### src/rtl/taylor_arbiter.sv
// Round-robin arbiter sharing a single cosine core among N_REQ requesters.
// Optional core watchdog: define TAYLOR_ARB_TIMEOUT_EN to add the ABORT state and err_o.
module taylor_arbiter #(
  parameter int unsigned W       = 18,
  parameter int unsigned N_REQ   = 4,
  parameter int unsigned TIMEOUT = 32
) (
  input  logic                     clk_i,
  input  logic                     rst_ni,
  input  logic [N_REQ-1:0]         req_i,
  input  logic [N_REQ*W-1:0]       angle_i,
  output logic [N_REQ-1:0]         done_o,
  output logic [W-1:0]             result_o,
  output logic [$clog2(N_REQ)-1:0] grant_id_o,
  output logic                     busy_o,
  output logic                     core_start_o,
  output logic [W-1:0]             core_angle_o,
  input  logic                     core_ready_i,
  input  logic [W-1:0]             core_result_i,
  output logic                     core_rst_o
`ifdef TAYLOR_ARB_TIMEOUT_EN
  ,
  output logic                     err_o
`endif
);

  localparam int unsigned GW = $clog2(N_REQ);

  typedef enum logic [2:0] {
    IDLE    = 3'd0,
    START   = 3'd1,
    WAIT    = 3'd2,
    RELEASE = 3'd3
`ifdef TAYLOR_ARB_TIMEOUT_EN
    ,
    ABORT   = 3'd4
`endif
  } state_e;

  state_e           state_q, state_d;
  logic [GW-1:0]    grant_q, grant_d;
  logic [GW-1:0]    last_q, last_d;
  logic [W-1:0]     angle_q, angle_d;
  logic [W-1:0]     result_q, result_d;
  logic [N_REQ-1:0] done_q, done_d;
  logic             start_q, start_d;
  logic             busy_q, busy_d;
  logic             core_rst_q, core_rst_d;
  logic             ready_q;
  logic             ready_rise;
  logic             win_valid;
  logic [GW-1:0]    win_idx;
  logic [GW-1:0]    cand;
  logic [W-1:0]     angle_arr [N_REQ];

  for (genvar i = 0; i < N_REQ; i++) begin : g_angle
    assign angle_arr[i] = angle_i[i*W +: W];
  end

  // Only a fresh 0->1 transition counts; a level left high by the previous job is ignored.
  assign ready_rise = core_ready_i & ~ready_q;

  // Round-robin search starting one past the last served requester.
  always_comb begin
    win_valid = 1'b0;
    win_idx   = '0;
    cand      = '0;
    for (int unsigned k = 1; k <= N_REQ; k++) begin
      cand = GW'((32'(last_q) + k) % N_REQ);
      if (!win_valid && req_i[cand]) begin
        win_valid = 1'b1;
        win_idx   = cand;
      end
    end
  end

`ifdef TAYLOR_ARB_TIMEOUT_EN
  localparam int unsigned CW = $clog2(TIMEOUT);
  logic [CW-1:0] cnt_q, cnt_d;
  logic          err_q, err_d;
`else
  logic unused_timeout;
  assign unused_timeout = (TIMEOUT != 0);
`endif

  // Next-state and registered-output logic.
  always_comb begin
    state_d    = state_q;
    grant_d    = grant_q;
    last_d     = last_q;
    angle_d    = angle_q;
    result_d   = result_q;
    done_d     = '0;
    start_d    = 1'b0;
    core_rst_d = 1'b0;
`ifdef TAYLOR_ARB_TIMEOUT_EN
    cnt_d      = '0;
    err_d      = 1'b0;
`endif
    case (state_q)
      IDLE: begin
        if (win_valid) begin
          grant_d = win_idx;
          angle_d = angle_arr[win_idx];
          start_d = 1'b1;
          state_d = START;
        end
      end
      START: begin
        state_d = WAIT;
      end
      WAIT: begin
        if (ready_rise) begin
          result_d        = core_result_i;
          last_d          = grant_q;
          done_d[grant_q] = 1'b1;
          start_d         = 1'b1;
          state_d         = RELEASE;
        end
`ifdef TAYLOR_ARB_TIMEOUT_EN
        else if (cnt_q == CW'(TIMEOUT - 1)) begin
          result_d        = '0;
          last_d          = grant_q;
          done_d[grant_q] = 1'b1;
          core_rst_d      = 1'b1;
          err_d           = 1'b1;
          state_d         = ABORT;
        end else begin
          cnt_d = cnt_q + 1'b1;
        end
`endif
      end
      RELEASE: begin
        state_d = IDLE;
      end
`ifdef TAYLOR_ARB_TIMEOUT_EN
      ABORT: begin
        state_d = IDLE;
      end
`endif
      default: begin
        state_d = IDLE;
      end
    endcase
    busy_d = (state_d != IDLE);
  end

  always_ff @(posedge clk_i or negedge rst_ni) begin
    if (!rst_ni) begin
      state_q    <= IDLE;
      grant_q    <= '0;
      last_q     <= GW'(N_REQ - 1);
      angle_q    <= '0;
      result_q   <= '0;
      done_q     <= '0;
      start_q    <= 1'b0;
      busy_q     <= 1'b0;
      core_rst_q <= 1'b1;
      ready_q    <= 1'b0;
    end else begin
      state_q    <= state_d;
      grant_q    <= grant_d;
      last_q     <= last_d;
      angle_q    <= angle_d;
      result_q   <= result_d;
      done_q     <= done_d;
      start_q    <= start_d;
      busy_q     <= busy_d;
      core_rst_q <= core_rst_d;
      ready_q    <= core_ready_i;
    end
  end

`ifdef TAYLOR_ARB_TIMEOUT_EN
  // Watchdog counter and error flag.
  always_ff @(posedge clk_i or negedge rst_ni) begin
    if (!rst_ni) begin
      cnt_q <= '0;
      err_q <= 1'b0;
    end else begin
      cnt_q <= cnt_d;
      err_q <= err_d;
    end
  end

  assign err_o = err_q;
`endif

  assign done_o       = done_q;
  assign result_o     = result_q;
  assign grant_id_o   = grant_q;
  assign busy_o       = busy_q;
  assign core_start_o = start_q;
  assign core_angle_o = angle_q;
  assign core_rst_o   = core_rst_q;

endmodule

### config.mk
export PLATFORM = sky130hd
export DESIGN_NAME = taylor_arbiter
export DESIGN_NICKNAME = d
export VERILOG_FILES = /design/src/rtl/taylor_arbiter.sv
export SDC_FILE = /design/constraint.sdc
export NUM_CORES = 1
export LEC_CHECK = 0
export BUFFER_PORTS_ARGS = -buffer_cell sky130_fd_sc_hd__buf_2
export CAP_MARGIN = 20
export CORE_MARGIN = 3
export CORE_UTILIZATION = 48
export DETAILED_ROUTE_END_ITERATION = 8
export HOLD_SLACK_MARGIN = 0.12
export PLACE_DENSITY = 0.86
export SLEW_MARGIN = 25
export SYNTH_ARGS = -nofsm -noshare
export SYNTH_HDL_FRONTEND = slang
export SYNTH_SLANG_ARGS = --single-unit
### constraint.sdc
create_clock -name clk_i -period 7.25 [get_ports clk_i]
set_clock_uncertainty 0.1 [all_clocks]
set_input_delay 0.3625 -clock clk_i [delete_from_list [all_inputs] [get_ports clk_i]]
set_output_delay 0.3625 -clock clk_i [all_outputs]
set_load 0.05 [all_outputs]
**Word level (Yosys, flattened, before mapping)**

Cells that the tools add are included.

- Bits in latches: 0
- Word-level logic and storage cells: 66
- Memory bits (read-only): 0
- Memories: 0
- RAM bits: 0
- Register bits after elaboration: 51
- Input port bits: 97

- $add $sub $neg: 4
- Reductions and logical operators: 11
- Multiply operators: 0
- Multiplexer cells: 29
- Divide/modulo/power cells: 0
- $lt $le $gt $ge: 7
- Shifts and indexed selects: 0
- Equality and inequality tests: 2
- Bitwise gates (word level): 3

Operator list:

| cell | number |
|---|---|
| $bmux W18 S2 | 1 |
| $mux W18 | 2 |
| $lt A2 B3 Y1 const B | 5 |
| $mux W1 | 11 |
| $pmux W3 S3 | 1 |
| $bmux W1 S2 | 4 |
| $mux W2 | 4 |
| $mux W4 | 2 |
| $mux W3 | 2 |
| $add A2 B1 Y2 const B | 2 |
| $add A2 B2 Y2 const B | 2 |
| $logic_and A1 B1 Y1 | 4 |
| $reduce_and A2 Y1 | 2 |
| $eq A3 B1 Y1 const B | 1 |
| $eq A3 B2 Y1 const B | 1 |
| $ge A3 B3 Y1 const B | 1 |
| $logic_not A1 Y1 | 3 |
| $logic_not A3 Y1 | 1 |
| $not A2 Y3 | 1 |
| $reduce_bool A3 Y1 | 1 |
| $demux W1 S2 | 1 |
| $ge A2 B1 Y1 const B | 1 |
| $pmux W1 S2 | 1 |
| $and A1 B1 Y1 | 1 |
| $not A1 Y1 | 1 |

**Longest topological paths before layout**

- Depth after elaboration: 17
- Gate-level depth with buffers: 8
- Mapped depth without buffers: 5

**Least setup slack after synthesis**

OpenSTA, ideal clock, no wires.

- Path type: register to register
- Start: register last_q[1]
- End: register angle_q[10], in the netlist core_angle_o[10]
- Slack: 4.990 ns
- Cell stages (with the launch flop): 8
- Buffers on the path: 2
- Data arrival time: 2.034 ns
- Data required time: 7.024 ns
- Cell sequence: dfstp_2 buf_6 mux2i_1 o22ai_2 a21oi_4 buf_4 mux2_2 a221o_1

- Longest elaborated chain between the ends: 17
- Elaborated cells between the ends (all ways): 31
- Classes of those cells: add/sub: 4; mux: 19; bitwise: 1; reduce/logical: 7

Ends and longest elaborated chain:

| element | RTL line | source |
|---|---|---|
| from (decl) | 42 | `logic [GW-1:0] last_q, last_d;` |
| from (signal assigned) | 152 | `last_q <= GW'(N_REQ - 1);` |
| from (signal assigned) | 163 | `last_q <= last_d;` |
| $add A2 B1 Y2 | 69 | `cand = GW'((32'(last_q) + k) % N_REQ);` |
| $bmux W1 S2 | 70 | `if (!win_valid && req_i[cand]) begin` |
| $mux W1 (not written as such) | 70 |  |
| $mux W1 | 70 |  |
| $logic_not A1 Y1 | 70 |  |
| $logic_and A1 B1 Y1 | 70 |  |
| $mux W1 | 70 |  |
| $logic_not A1 Y1 | 70 |  |
| $logic_and A1 B1 Y1 | 70 |  |
| $mux W1 | 70 |  |
| $logic_not A1 Y1 | 70 |  |
| $logic_and A1 B1 Y1 | 70 |  |
| $mux W2 | 70 |  |
| $not A2 Y3 (not written as such) | 104 | `angle_d = angle_arr[win_idx];` |
| $bmux W18 S2 | 104 |  |
| $mux W18 (not written as such) (2 in series) | 104 |  |
| to (signal assigned) | 164 | `angle_q <= angle_d;` |
| to (decl) | 43 | `logic [W-1:0] angle_q, angle_d;` |

Several ways; a longest one is shown, not always the timed one. The select of a mux whose other input is x is not followed.
A chain may end at the register's enable or synchronous reset.

**Worst setup path in the final report**

- Start: register last_q[1]
- End: register angle_q[16], in the netlist core_angle_o[16]

The elaborated chain is that of the path after synthesis.

==> summary by stage <==
Critical path
The slowest stage of the critical path belongs to the cell sky130_fd_sc_hd__dfstp_2. The critical path buffer and inverter count is 1. Along the worst path, the maximum fanout reaches 36.

On the critical path the largest part of the delay comes from multiplexers. The category of the most critical setup path is flop to flop. The launching element type of the critical path is a flop.

Data on the critical path arrives at its endpoint at ~2.6 ns. The stage delay of the slowest cell on the critical path is approximately 0.63 ns. At the worst endpoint, the required time is around 7.3 ns. The signal on the critical path passes through mux2i_1, o22ai_2, a21oi_4, buf_4, mux2_2, a221o_1. The worst setup path is captured at a flop.

Detailed routing
The remaining routing DRC violations is 0. After detailed routing, the total wire length is approximately 6900 um. The detailed-router iteration count before antenna repair is 5. The per-cell via count in the routed design is ~5.2. The number of DRC violations after detailed-routing iteration 0 is approximately 170.

In the final routed layout, each cell accounts on average for 14.8 um. The detailed router placed about 2400 vias in this run. The post-detailed-route count of antenna-violating nets is 0.

Global route
The total overflow left after global routing is 0. The number of antenna violations at the first check in global routing is 0. Entering global routing, the biggest net connects 52 pins. The first-pass GRT wire length is around 10000 um. For this run, the total global-route usage over all layers was measured as 0.209.

The number of global-route vias before repair came to between 2000 and 2500.

Synth
Among all cell types in the netlist, the one instantiated most often is sky130_fd_sc_hd__nand2_1. Yosys printed 0 warnings. The unique cell type count in the Yosys netlist is 39.

The area share of the leading cell type in the synthesized netlist is 0.456. The total of flip-flops plus latches after synthesis is 51. The synthesized netlist occupies a cell area of between 0.002 and 0.003 sq mm.

sky130_fd_sc_hd__dfrtp_1 takes more of the synthesized area than any other cell. The post-synthesis cell count is 257. The commonest cells after synthesis are sky130_fd_sc_hd__nand2_1, sky130_fd_sc_hd__dfrtp_1, sky130_fd_sc_hd__nand3_1. Of the synthesized area, sequential elements account for 0.486.

The mean instance size in the synthesized netlist is ~10 sq um. The leading register cell type out of synthesis is sky130_fd_sc_hd__dfrtp_1. Ranked by total cell area, the synthesized netlist is headed by sky130_fd_sc_hd__dfrtp_1, sky130_fd_sc_hd__nand2_1, sky130_fd_sc_hd__mux2_2. For this run, asynchronously set or reset flops after synthesis account for 1.00.

The number of enable flip-flop cells after synthesis is 0.

Floorplanning
The width of the chip is around 80 um. The die is ~80 um tall. The die outline area is around 0.0064 sq mm. The initial utilization of the core area, before any placement, comes to 0.506. The count of standard-cell rows is 26. During I/O placement, the number of pins put on the boundary was around 140. After floorplanning, the core was sized to cover 0.00520 sq mm.

Pwr
Across the VDD grid, the largest voltage drop is around 0.21 mV. The total power divided by cell area is just over 400 mW/mm^2. For this design the static power due to leakage is 0.00184 uW.

Flow run
The tool flagged a number of max-cap violations equal to 0.

Clock tree
The H-tree was split into 2 levels. The total clock buffers created by CTS is 5. The clock-pin transition on the worst setup and hold timing paths is about 0.1 ns.

The TritonCTS clock tree is done. For the worst-skew pair, the clock arrives at the later sink with an insertion delay of about 0.30 ns. In this run the deepest clock path goes through 2 buffers. After clock tree synthesis, the setup repair step added 0 buffers. The number of buffers inserted for hold repair after clock tree synthesis is 2. CTS placed an instance of sky130_fd_sc_hd__clkbuf_8 at the clock tree root. The post-cts gate resize count is 0. The clock net in this run drives a total of 51 sinks.

Layout
0 antenna diodes ended up in the layout. The net total in the final layout is a little under 500. The area growth from synthesis to layout is 30.8%.

Of the cells placed in the final design, the portion with a size suffix greater than 1 is 0.454.

STA
Setup slack on the critical path of the routed design comes to between 4 and 5 ns. The final-report hold violation count is 0. Setup repair after global routing left no endpoint under its margin. Dividing the final minimum period by the clock period gives 0.350.

The routed design could run at a clock period as short as ~2.5 ns. The slew at the pin closest to its max-slew limit is between 0.8 and 0.9 ns. The final sum of negative setup slack is 0 ns. Timing would allow up to about 390 MHz. The max-slew violation total from the final report is 0. The final setup violation count is 0. The worst pin sits at a relative slew slack of 0.441.

Outcome
The flow ran to the end, and the final reports show no timing, DRC or antenna violations.

Placement
Detailed placement ended at an HPWL of slightly below 5000 um. Input and output buffers added on the ports amount to approximately 140. The final RePlAce weighted congestion is roughly 0.8.

The worst slack at placement is ~4.7 ns.

Worst hold path
The min-delay analysis places its worst path in the category input port to flop.
==> worst min-delay path, cell delays in order <==
cell,delay (ns)
sky130_fd_sc_hd__buf_2,0.07
sky130_fd_sc_hd__nand2_1,0.04
sky130_fd_sc_hd__nand2_1,0.04
==> flip-flops by register name, indices dropped and copies added (netlist names) <==
signal        flops
core_angle_o     18
state_q           3
core_rst_o        1
last_q            2
ready_q           1
busy_o            1
done_o            4
core_start_o      1
grant_id_o        2
result_o         18
==> per-layer routing <==
layer  wire length, um  track usage  vias up
met4               152       0.0659        0
met3               340       0.0448       14
met5                 0            0        -
li1                  -            -     1179
met2              3540        0.344       75
met1              2850        0.275     1149
==> area by class of cell <==
cell class              count  area, sq um
clock inverters             3         18.8
multi-input cells         186         1230
flip-flops and latches     51         1280
inverters                   2         7.51
fillers                   464         1760
clock buffers               5         68.8
repair buffers            147          758
well taps                  70         87.6
==> final timing paths <==
kind / start / end / slack [ns] / cells after the start
min in group asynchronous: rst_ni / result_o[10] / 0.52 / 2
max reg2reg: last_q[1] / core_angle_o[16] / 4.71 / 6
min reg2reg: result_o[8] / result_o[8] / 0.38 / 2
min: core_result_i[2] / result_o[2] / 0.14 / 3
max in group asynchronous: rst_ni / core_angle_o[10] / 6.11 / 2
max: last_q[1] / core_angle_o[16] / 4.71 / 6
==> layout by cell type (no fill, tap or decap), types with 3 or more instances in the layout <==
cell type                  instances
sky130_fd_sc_hd__a221o_1          18
sky130_fd_sc_hd__buf_2           140
sky130_fd_sc_hd__buf_4             5
sky130_fd_sc_hd__clkbuf_8          5
sky130_fd_sc_hd__dfrtp_1          48
sky130_fd_sc_hd__dfstp_2           3
sky130_fd_sc_hd__mux2_2           17
sky130_fd_sc_hd__mux2i_1          19
sky130_fd_sc_hd__nand2_1          64
sky130_fd_sc_hd__nand3_1          36
sky130_fd_sc_hd__nor2_1            4
==> per-stage QoR <==
step                instance area [sq um]  power, uW   util  hold slack (ns)  std cells
floorplan                            2640       1070      -          -0.0331        258
global placement                     3340       1220  0.641            0.354        454
detailed placement                   3340       1240  0.642            0.329        454
CTS                                  3450       1400  0.663            0.133        464
global route                         3450       1470  0.663            0.127        464
finish                               3450       1400  0.663            0.141        464
==> logic make-up after synthesis <==
| family | Yosys count | share of synthesized area |
|---|---|---|
| mux | 37 | 0.149 |
| simple gates | 118 | 0.200 |
| xor+xnor | 1 | 0.00332 |
| flops | 51 | 0.486 |
| compound gates | 28 | 0.108 |
| other cells | 1 | 0.00142 |
| buf+inv | 21 | 0.0527 |
==> power breakdown <==
group          internal, uW  switching (uW)  leakage, uW  total (uW)
Sequential              391            69.7     0.000641         460
Clock                  68.2            96.9    0.0000483         165
Combinational           225             547      0.00115         771
Total                   684             713      0.00184        1400
Note: power is estimated with default switching activity, not from simulation.
